## config.mk

```make
export PLATFORM = sky130hd
export DESIGN_NAME = atm_session_arbiter_flat
export DESIGN_NICKNAME = d
export VERILOG_FILES = /design/src/rtl/atm_session_arbiter_if.sv /design/src/rtl/atm_session_arbiter.sv /design/src/flat_wrapper.sv
export SDC_FILE = /design/constraint.sdc
export NUM_CORES = 1
export LEC_CHECK = 0
export CORE_MARGIN = 1
export CORE_UTILIZATION = 39
export CTS_CLUSTER_SIZE = 28
export DETAILED_ROUTE_END_ITERATION = 6
export PLACE_DENSITY_LB_ADDON = 0.3
export SKIP_LAST_GASP = 1
export SLEW_MARGIN = 30
export SYNTH_ARGS = -nofsm -noshare
export SYNTH_HDL_FRONTEND = slang
export SYNTH_SLANG_ARGS = --single-unit
```

## constraint.sdc

```tcl
create_clock -name clk -period 2.05 [get_ports clk]
set_clock_uncertainty 0.05 [all_clocks]
set_input_delay 0.41 -clock clk [delete_from_list [all_inputs] [get_ports clk]]
set_output_delay 0.41 -clock clk [all_outputs]
set_load 0.02 [all_outputs]
```

## src/rtl/atm_session_arbiter_if.sv

```systemverilog
// Terminal-side and engine-side signals of the ATM session arbiter.
// The slave modport is the arbiter's view; the master modport is the surrounding logic's view.
interface atm_session_arbiter_if #(
  parameter int N_TERM = 4,
  parameter int DW     = 12
);
  logic [N_TERM-1:0]    req;
  logic [N_TERM*DW-1:0] term_acct;
  logic [N_TERM*DW-1:0] term_pin;
  logic [N_TERM*DW-1:0] term_dst;
  logic [N_TERM*DW-1:0] term_amt;
  logic [N_TERM*3-1:0]  term_op;
  logic [N_TERM-1:0]    gnt;
  logic [N_TERM-1:0]    term_done;
  logic [N_TERM-1:0]    term_err;
  logic                 busy;
  logic [DW-1:0]        eng_acct;
  logic [DW-1:0]        eng_pin;
  logic [DW-1:0]        eng_dst;
  logic [DW-1:0]        eng_deposit;
  logic [DW-1:0]        eng_withdraw;
  logic [DW-1:0]        eng_transfer;
  logic [2:0]           eng_op;
  logic                 eng_start;
  logic                 eng_done;
  logic                 eng_err;

  modport slave (
    input  req, term_acct, term_pin, term_dst, term_amt, term_op, eng_done, eng_err,
    output gnt, term_done, term_err, busy, eng_acct, eng_pin, eng_dst,
           eng_deposit, eng_withdraw, eng_transfer, eng_op, eng_start
  );

  modport master (
    output req, term_acct, term_pin, term_dst, term_amt, term_op, eng_done, eng_err,
    input  gnt, term_done, term_err, busy, eng_acct, eng_pin, eng_dst,
           eng_deposit, eng_withdraw, eng_transfer, eng_op, eng_start
  );
endinterface

```

## src/rtl/atm_session_arbiter.sv

```systemverilog
// Round-robin arbiter sharing one ATM transaction engine among N_TERM terminals:
// grant, latch request fields, pulse engine start, wait for done/timeout, pulse per-terminal done.
module atm_session_arbiter #(
  parameter int N_TERM  = 4,
  parameter int DW      = 12,
  parameter int TIMEOUT = 64
) (
  input logic                  clk,
  input logic                  rst,
  atm_session_arbiter_if.slave bus
);
  localparam int PW = $clog2(N_TERM);
  localparam int TW = $clog2(TIMEOUT);

  typedef enum logic [2:0] {
    S_IDLE,
    S_GRANT,
    S_START,
    S_WAIT,
    S_RELEASE
  } state_t;

  state_t            state;
  logic [PW-1:0]     rr;
  logic [PW-1:0]     cur;
  logic [TW-1:0]     timer;
  logic              err;

  logic [N_TERM-1:0] req_rot;
  logic [PW-1:0]     pick;
  logic [N_TERM-1:0] pick_oh;
  logic              found;
  int unsigned       sum;

  logic [DW-1:0]     acct_sel;
  logic [DW-1:0]     pin_sel;
  logic [DW-1:0]     dst_sel;
  logic [DW-1:0]     amt_sel;
  logic [2:0]        op_sel;

  // Rotate requests so bit 0 is the terminal at rr; the first set bit is the winner.
  always_comb begin
    req_rot = N_TERM'({bus.req, bus.req} >> rr);
    found   = 1'b0;
    pick    = '0;
    sum     = 0;
    for (int unsigned k = 0; k < N_TERM; k++) begin
      if (!found && req_rot[k]) begin
        found = 1'b1;
        sum   = 32'(rr) + k;
        if (sum >= 32'(N_TERM)) sum = sum - 32'(N_TERM);
        pick  = PW'(sum);
      end
    end
    pick_oh = N_TERM'(1) << pick;
  end

  always_comb begin
    acct_sel = '0;
    pin_sel  = '0;
    dst_sel  = '0;
    amt_sel  = '0;
    op_sel   = '0;
    for (int unsigned k = 0; k < N_TERM; k++) begin
      if (cur == PW'(k)) begin
        acct_sel = bus.term_acct[k*DW +: DW];
        pin_sel  = bus.term_pin[k*DW +: DW];
        dst_sel  = bus.term_dst[k*DW +: DW];
        amt_sel  = bus.term_amt[k*DW +: DW];
        op_sel   = bus.term_op[k*3 +: 3];
      end
    end
  end

  always_ff @(posedge clk) begin
    if (!rst) begin
      state            <= S_IDLE;
      rr               <= '0;
      cur              <= '0;
      timer            <= '0;
      err              <= 1'b0;
      bus.gnt          <= '0;
      bus.term_done    <= '0;
      bus.term_err     <= '0;
      bus.busy         <= 1'b0;
      bus.eng_acct     <= '0;
      bus.eng_pin      <= '0;
      bus.eng_dst      <= '0;
      bus.eng_deposit  <= '0;
      bus.eng_withdraw <= '0;
      bus.eng_transfer <= '0;
      bus.eng_op       <= '0;
      bus.eng_start    <= 1'b0;
    end else begin
      bus.term_done <= '0;
      bus.term_err  <= '0;
      bus.eng_start <= 1'b0;
      case (state)
        S_IDLE: begin
          if (|bus.req) begin
            cur      <= pick;
            bus.gnt  <= pick_oh;
            bus.busy <= 1'b1;
            state    <= S_GRANT;
          end
        end
        S_GRANT: begin
          bus.eng_acct     <= acct_sel;
          bus.eng_pin      <= pin_sel;
          bus.eng_dst      <= dst_sel;
          bus.eng_op       <= op_sel;
          bus.eng_deposit  <= (op_sel == 3'd0) ? amt_sel : '0;
          bus.eng_withdraw <= (op_sel == 3'd1) ? amt_sel : '0;
          bus.eng_transfer <= (op_sel == 3'd2) ? amt_sel : '0;
          state            <= S_START;
        end
        S_START: begin
          bus.eng_start <= 1'b1;
          timer         <= '0;
          state         <= S_WAIT;
        end
        S_WAIT: begin
          // Done is tested first so it wins over a coincident timeout.
          if (bus.eng_done) begin
            err   <= bus.eng_err;
            state <= S_RELEASE;
          end else if (timer == TW'(TIMEOUT - 1)) begin
            err   <= 1'b1;
            state <= S_RELEASE;
          end else begin
            timer <= timer + 1'b1;
          end
        end
        S_RELEASE: begin
          bus.term_done    <= bus.gnt;
          bus.term_err     <= err ? bus.gnt : '0;
          bus.gnt          <= '0;
          bus.busy         <= 1'b0;
          bus.eng_acct     <= '0;
          bus.eng_pin      <= '0;
          bus.eng_dst      <= '0;
          bus.eng_deposit  <= '0;
          bus.eng_withdraw <= '0;
          bus.eng_transfer <= '0;
          bus.eng_op       <= '0;
          rr               <= (cur == PW'(N_TERM - 1)) ? '0 : cur + 1'b1;
          state            <= S_IDLE;
        end
        default: state <= S_IDLE;
      endcase
    end
  end
endmodule

```

## src/flat_wrapper.sv

```systemverilog
// flat-port wrapper written by rule: the top's interface ports become plain ports
module atm_session_arbiter_flat 
#(
  parameter int N_TERM  = 4,
  parameter int DW      = 12,
  parameter int TIMEOUT = 64
)
  (clk, rst, bus_req, bus_term_acct, bus_term_pin, bus_term_dst, bus_term_amt, bus_term_op, bus_eng_done, bus_eng_err, bus_gnt, bus_term_done, bus_term_err, bus_busy, bus_eng_acct, bus_eng_pin, bus_eng_dst, bus_eng_deposit, bus_eng_withdraw, bus_eng_transfer, bus_eng_op, bus_eng_start);
  atm_session_arbiter_if #(.N_TERM(N_TERM), .DW(DW)) bus_i ();
  input logic clk;
  input logic rst;
  input wire logic [$bits(bus_i.req)-1:0] bus_req;
  input wire logic [$bits(bus_i.term_acct)-1:0] bus_term_acct;
  input wire logic [$bits(bus_i.term_pin)-1:0] bus_term_pin;
  input wire logic [$bits(bus_i.term_dst)-1:0] bus_term_dst;
  input wire logic [$bits(bus_i.term_amt)-1:0] bus_term_amt;
  input wire logic [$bits(bus_i.term_op)-1:0] bus_term_op;
  input wire logic [$bits(bus_i.eng_done)-1:0] bus_eng_done;
  input wire logic [$bits(bus_i.eng_err)-1:0] bus_eng_err;
  output wire logic [$bits(bus_i.gnt)-1:0] bus_gnt;
  output wire logic [$bits(bus_i.term_done)-1:0] bus_term_done;
  output wire logic [$bits(bus_i.term_err)-1:0] bus_term_err;
  output wire logic [$bits(bus_i.busy)-1:0] bus_busy;
  output wire logic [$bits(bus_i.eng_acct)-1:0] bus_eng_acct;
  output wire logic [$bits(bus_i.eng_pin)-1:0] bus_eng_pin;
  output wire logic [$bits(bus_i.eng_dst)-1:0] bus_eng_dst;
  output wire logic [$bits(bus_i.eng_deposit)-1:0] bus_eng_deposit;
  output wire logic [$bits(bus_i.eng_withdraw)-1:0] bus_eng_withdraw;
  output wire logic [$bits(bus_i.eng_transfer)-1:0] bus_eng_transfer;
  output wire logic [$bits(bus_i.eng_op)-1:0] bus_eng_op;
  output wire logic [$bits(bus_i.eng_start)-1:0] bus_eng_start;
  assign bus_i.req = bus_req;
  assign bus_i.term_acct = bus_term_acct;
  assign bus_i.term_pin = bus_term_pin;
  assign bus_i.term_dst = bus_term_dst;
  assign bus_i.term_amt = bus_term_amt;
  assign bus_i.term_op = bus_term_op;
  assign bus_i.eng_done = bus_eng_done;
  assign bus_i.eng_err = bus_eng_err;
  assign bus_gnt = bus_i.gnt;
  assign bus_term_done = bus_i.term_done;
  assign bus_term_err = bus_i.term_err;
  assign bus_busy = bus_i.busy;
  assign bus_eng_acct = bus_i.eng_acct;
  assign bus_eng_pin = bus_i.eng_pin;
  assign bus_eng_dst = bus_i.eng_dst;
  assign bus_eng_deposit = bus_i.eng_deposit;
  assign bus_eng_withdraw = bus_i.eng_withdraw;
  assign bus_eng_transfer = bus_i.eng_transfer;
  assign bus_eng_op = bus_i.eng_op;
  assign bus_eng_start = bus_i.eng_start;
  atm_session_arbiter #(.N_TERM(N_TERM), .DW(DW), .TIMEOUT(TIMEOUT)) u_core (.clk(clk), .rst(rst), .bus(bus_i));
endmodule
```

==> run_results.csv <==
group,metric,value,unit
final_layout,layout_common_cells,"clkdlybuf4s50_1 (300), nand2_1 (110), dfxtp_1 (101), nor2_1 (54), nor2b_1 (50)",
critical_path,cp_slowest_cell,"a221oi_1",
final_layout,final_common_cell,"clkdlybuf4s50_1",
placement,finalWeightedCongestion,0.895,
final_layout,n_antenna_cell,0,
timing,setup_violations,0,
power_and_ir_drop,power_leakage,3.13,nW
timing,finalCritPeriodShare,95.4,%
power_and_ir_drop,ir_worst_vdd,0.000391,V
detailed_routing,via_per_inst,5.42,
timing,hold_viol_final,0,
detailed_routing,wl,19.8,mm
final_layout,utilization,67.8,%
yosys,yosysSeqAreaShare,39.3,%
yosys,synth_edf_count,0,
yosys,synth_flop_cell,"dfxtp_1",
grt,antenna_found_initial,0,
yosys,ys_warn_count,0,
cts,ctsHoldBuffers,0,
critical_path,worstPathArrival,2.14,ns
detailed_routing,drt-pass1-iter-count,4,
placement,portBuffers,300,
cts,htreeDepth,3,
timing,worst_slack,0.0937,ns
cts,clock_sinks,103,
timing,slew_headroom,65.5,%
final_layout,design_area,0.00894,mm^2
yosys,synth_area,0.00525,mm^2
die,io_pins,301,
placement,place_hpwl,14.3,mm
cts,clk_pin_slew,0.07,ns
min_path,worstHoldPathType,"reg2reg",
detailed_routing,drtAntennaViolNets,0,
yosys,synth_cells,647,
critical_path,start_kind,"flip-flop",
yosys,yosys.cell_types.count,48,
final_layout,syn_to_final_growth,70.4,%
cts,cts_root_buf,"clkbuf_16",
yosys,synthArstFlopShare,0,%
critical_path,r2r-end,"u_core.bus.eng_dst[8]",
die,die-area,0.0139,mm^2
detailed_routing,num_vias,6042,
critical_path,critPathRequiredTime,2.24,ns
critical_path,worst_path_largest_cell_delay,0.41,ns
critical_path,crit_chain,"inv_1 -> ha_1 -> nor2b_4 -> clkbuf_16 -> a221oi_1 -> o31ai_1 -> a22oi_1 -> nor2_1",
timing,min_period,1.96,ns
critical_path,rr_startpoint,"u_core.cur[0]",
grt,grt_first_pass_wirelength,30.0,mm
yosys,ys_ff_latch,103,
final_layout,drive_gt1_share,7.24,%
yosys,syn-num-nets,864,
critical_path,critical_path_peak_fanout,7,
detailed_routing,wire_per_inst,17.8,um
die,die_y,118,um
critical_path,cp_top_family,"compound AO/OA/AOI/OAI gates",
cts,cts_made_buffers,9,
timing,fmax,511,MHz
timing,grt_setup_unrepaired,"yes",
cts,clock_latency,0.35,ns
critical_path,critPathLaunch,"u_core.cur[0]",
placement,dpl-instance-area,0.00853,mm^2
critical_path,worstSetupPathType,"reg2reg",
yosys,syn_area_per_cell,8.11,um^2
outcome,status,"complete, no violations",
die,die_x,118,um
detailed_routing,drcViolationCount,0,
grt,overflow,0,
die,row_count,42,
critical_path,crit_path_end,"u_core.bus.eng_dst[8]",
power_and_ir_drop,power_density,640,mW/mm^2
cts,post_cts_buffers,0,
critical_path,r2r_slack,0.09,ns
die,start_util,39.8,%
critical_path,crit_path_end_kind,"flip-flop",
grt,grt_max_degree,98,
final_layout,nNetsFinal,1151,
critical_path,r2r_cells,8,
critical_path,cp_num_buf_inv,2,
grt,track_usage,27.4,%
grt,grt_pass1_vias,5684,
die,core_area,0.0132,mm^2
cts,cts_tree,"built",
timing,worst_pin_slew,0.515,ns
placement,dp_slack,-0.0292,ns
run,cap_viol_max_count,0,
cts,cts_buffer_depth,2,
detailed_routing,drt_iter0_markers,386,
timing,drv_slew,0,
critical_path,path_depth,8,
## area by class of cell
| cell class | count | area (um^2) |
|---|---|---|
| clock inverters | 4 | 53.8 |
| flip-flops and latches | 103 | 2060 |
| clock buffers | 12 | 256 |
| multi-input cells | 479 | 2910 |
| well taps | 176 | 220 |
| repair buffers | 334 | 3410 |
| fillers | 1103 | 4250 |
| inverters | 7 | 26.3 |
## worst min path at each step
| stage | start | endpoint | slack [ns] | depth (start not counted) |
|---|---|---|---|---|
| 2_1_floorplan | u_core.cur[1] | u_core.cur[1] | 0.42 | 2 |
| 3_3_place_gp | u_core.bus.eng_withdraw[5] | u_core.bus.eng_withdraw[5] | 0.38 | 2 |
| 3_5_place_dp | u_core.bus.eng_transfer[9] | u_core.bus.eng_transfer[9] | 0.39 | 2 |
| 4_1_cts | u_core.bus.eng_deposit[8] | u_core.bus.eng_deposit[8] | 0.40 | 2 |
| 5_1_grt | u_core.bus.eng_transfer[9] | u_core.bus.eng_transfer[9] | 0.42 | 2 |
| 6_report | u_core.bus.eng_deposit[8] | u_core.bus.eng_deposit[8] | 0.40 | 2 |
## power by group
part           internal, mW  switching (mW)  total, mW
logic                 0.955           0.809       1.76
registers              2.11          0.0722       2.18
clock network          1.02           0.766       1.78
## what timing repair did
action,4_1_cts,5_1_grt
setup endpoints to repair,10,35
cloned,0,2
gates resized for setup,1,5
pin swaps,0,2
## synth_stat cells (all sizes together) (2+ instances only)
cell type    n  share of area [%]
o31ai       48                6.9
ha           5                1.2
nor2        56                4.2
a21oi       16                1.5
clkbuf      22                1.6
and3         9                1.1
nand3b       6               0.86
o21ai       41                3.9
nor3b        5                1.0
xnor2        2               0.33
a221oi      49                8.3
a211oi       4               0.57
nand2b       3               0.36
nand3        7               0.67
dfxtp      103                 39
a22oi       39                5.6
nand4        3               0.36
nor3         7               0.88
nor2b       51                6.1
nand2      111                7.9
buf         36                4.2
inv          7               0.50
a31oi        4               0.48
## kinds of logic after synthesis
group / synth area share [%]
AND/OR/NAND/NOR: 24.4
AO/OA/AOI/OAI: 28.3
flip-flops: 39.3
buffers and inverters: 6.27
adder cells (fa/ha/maj): 1.19
XOR/XNOR: 0.334
multiplexers: 0.191
## registers in the layout (all words and copies together) (netlist names)
signal and cells:
u_core.bus.term_err 4, u_core.bus.term_done 4, u_core.bus.eng_dst 12, u_core.bus.eng_deposit 12, u_core.bus.eng_op 3, u_core.bus.gnt 4, u_core.state 3, u_core.bus.eng_start 1
u_core.bus.eng_acct 12, u_core.bus.busy 1, u_core.bus.eng_pin 12, u_core.timer 6, u_core.bus.eng_withdraw 12, u_core.rr 2, u_core.err 1, u_core.bus.eng_transfer 12
u_core.cur 2
## per-stage QoR
stage / hold WS [ns] / cells / TNS, ns / power (mW)
6_report: 0.397 / 1115 / 0 / 5.73
5_1_grt: 0.418 / 1115 / -0.0997 / 5.95
4_1_cts: 0.399 / 1112 / 0 / 5.68
3_5_place_dp: 0.390 / 1096 / -0.131 / 3.91
3_3_place_gp: 0.384 / 1096 / -0.00597 / 3.90
2_1_floorplan: 0.419 / 647 / 0 / 3.04
## layer usage
| metal | share of wire, % | up-vias | track usage (%) |
|---|---|---|---|
| li1 | - | 2938 | - |
| met1 | 40 | 2813 | 32.1 |
| met2 | 50 | 253 | 47.2 |
| met3 | 7.3 | 38 | 6.69 |
| met4 | 2.6 | 0 | 11.6 |
| met5 | 0 | - | 0 |
## worst register-to-register path: cells and delay by family, from the launching register on
kind	cells	cell delay, ns
adder cells (fa/ha/maj)	1	0.21
flip-flops	1	0.37
AO/OA/AOI/OAI	3	0.73
AND/OR/NAND/NOR	2	0.23
buffers and inverters	2	0.25
Note: power is estimated with default switching activity, not from simulation.
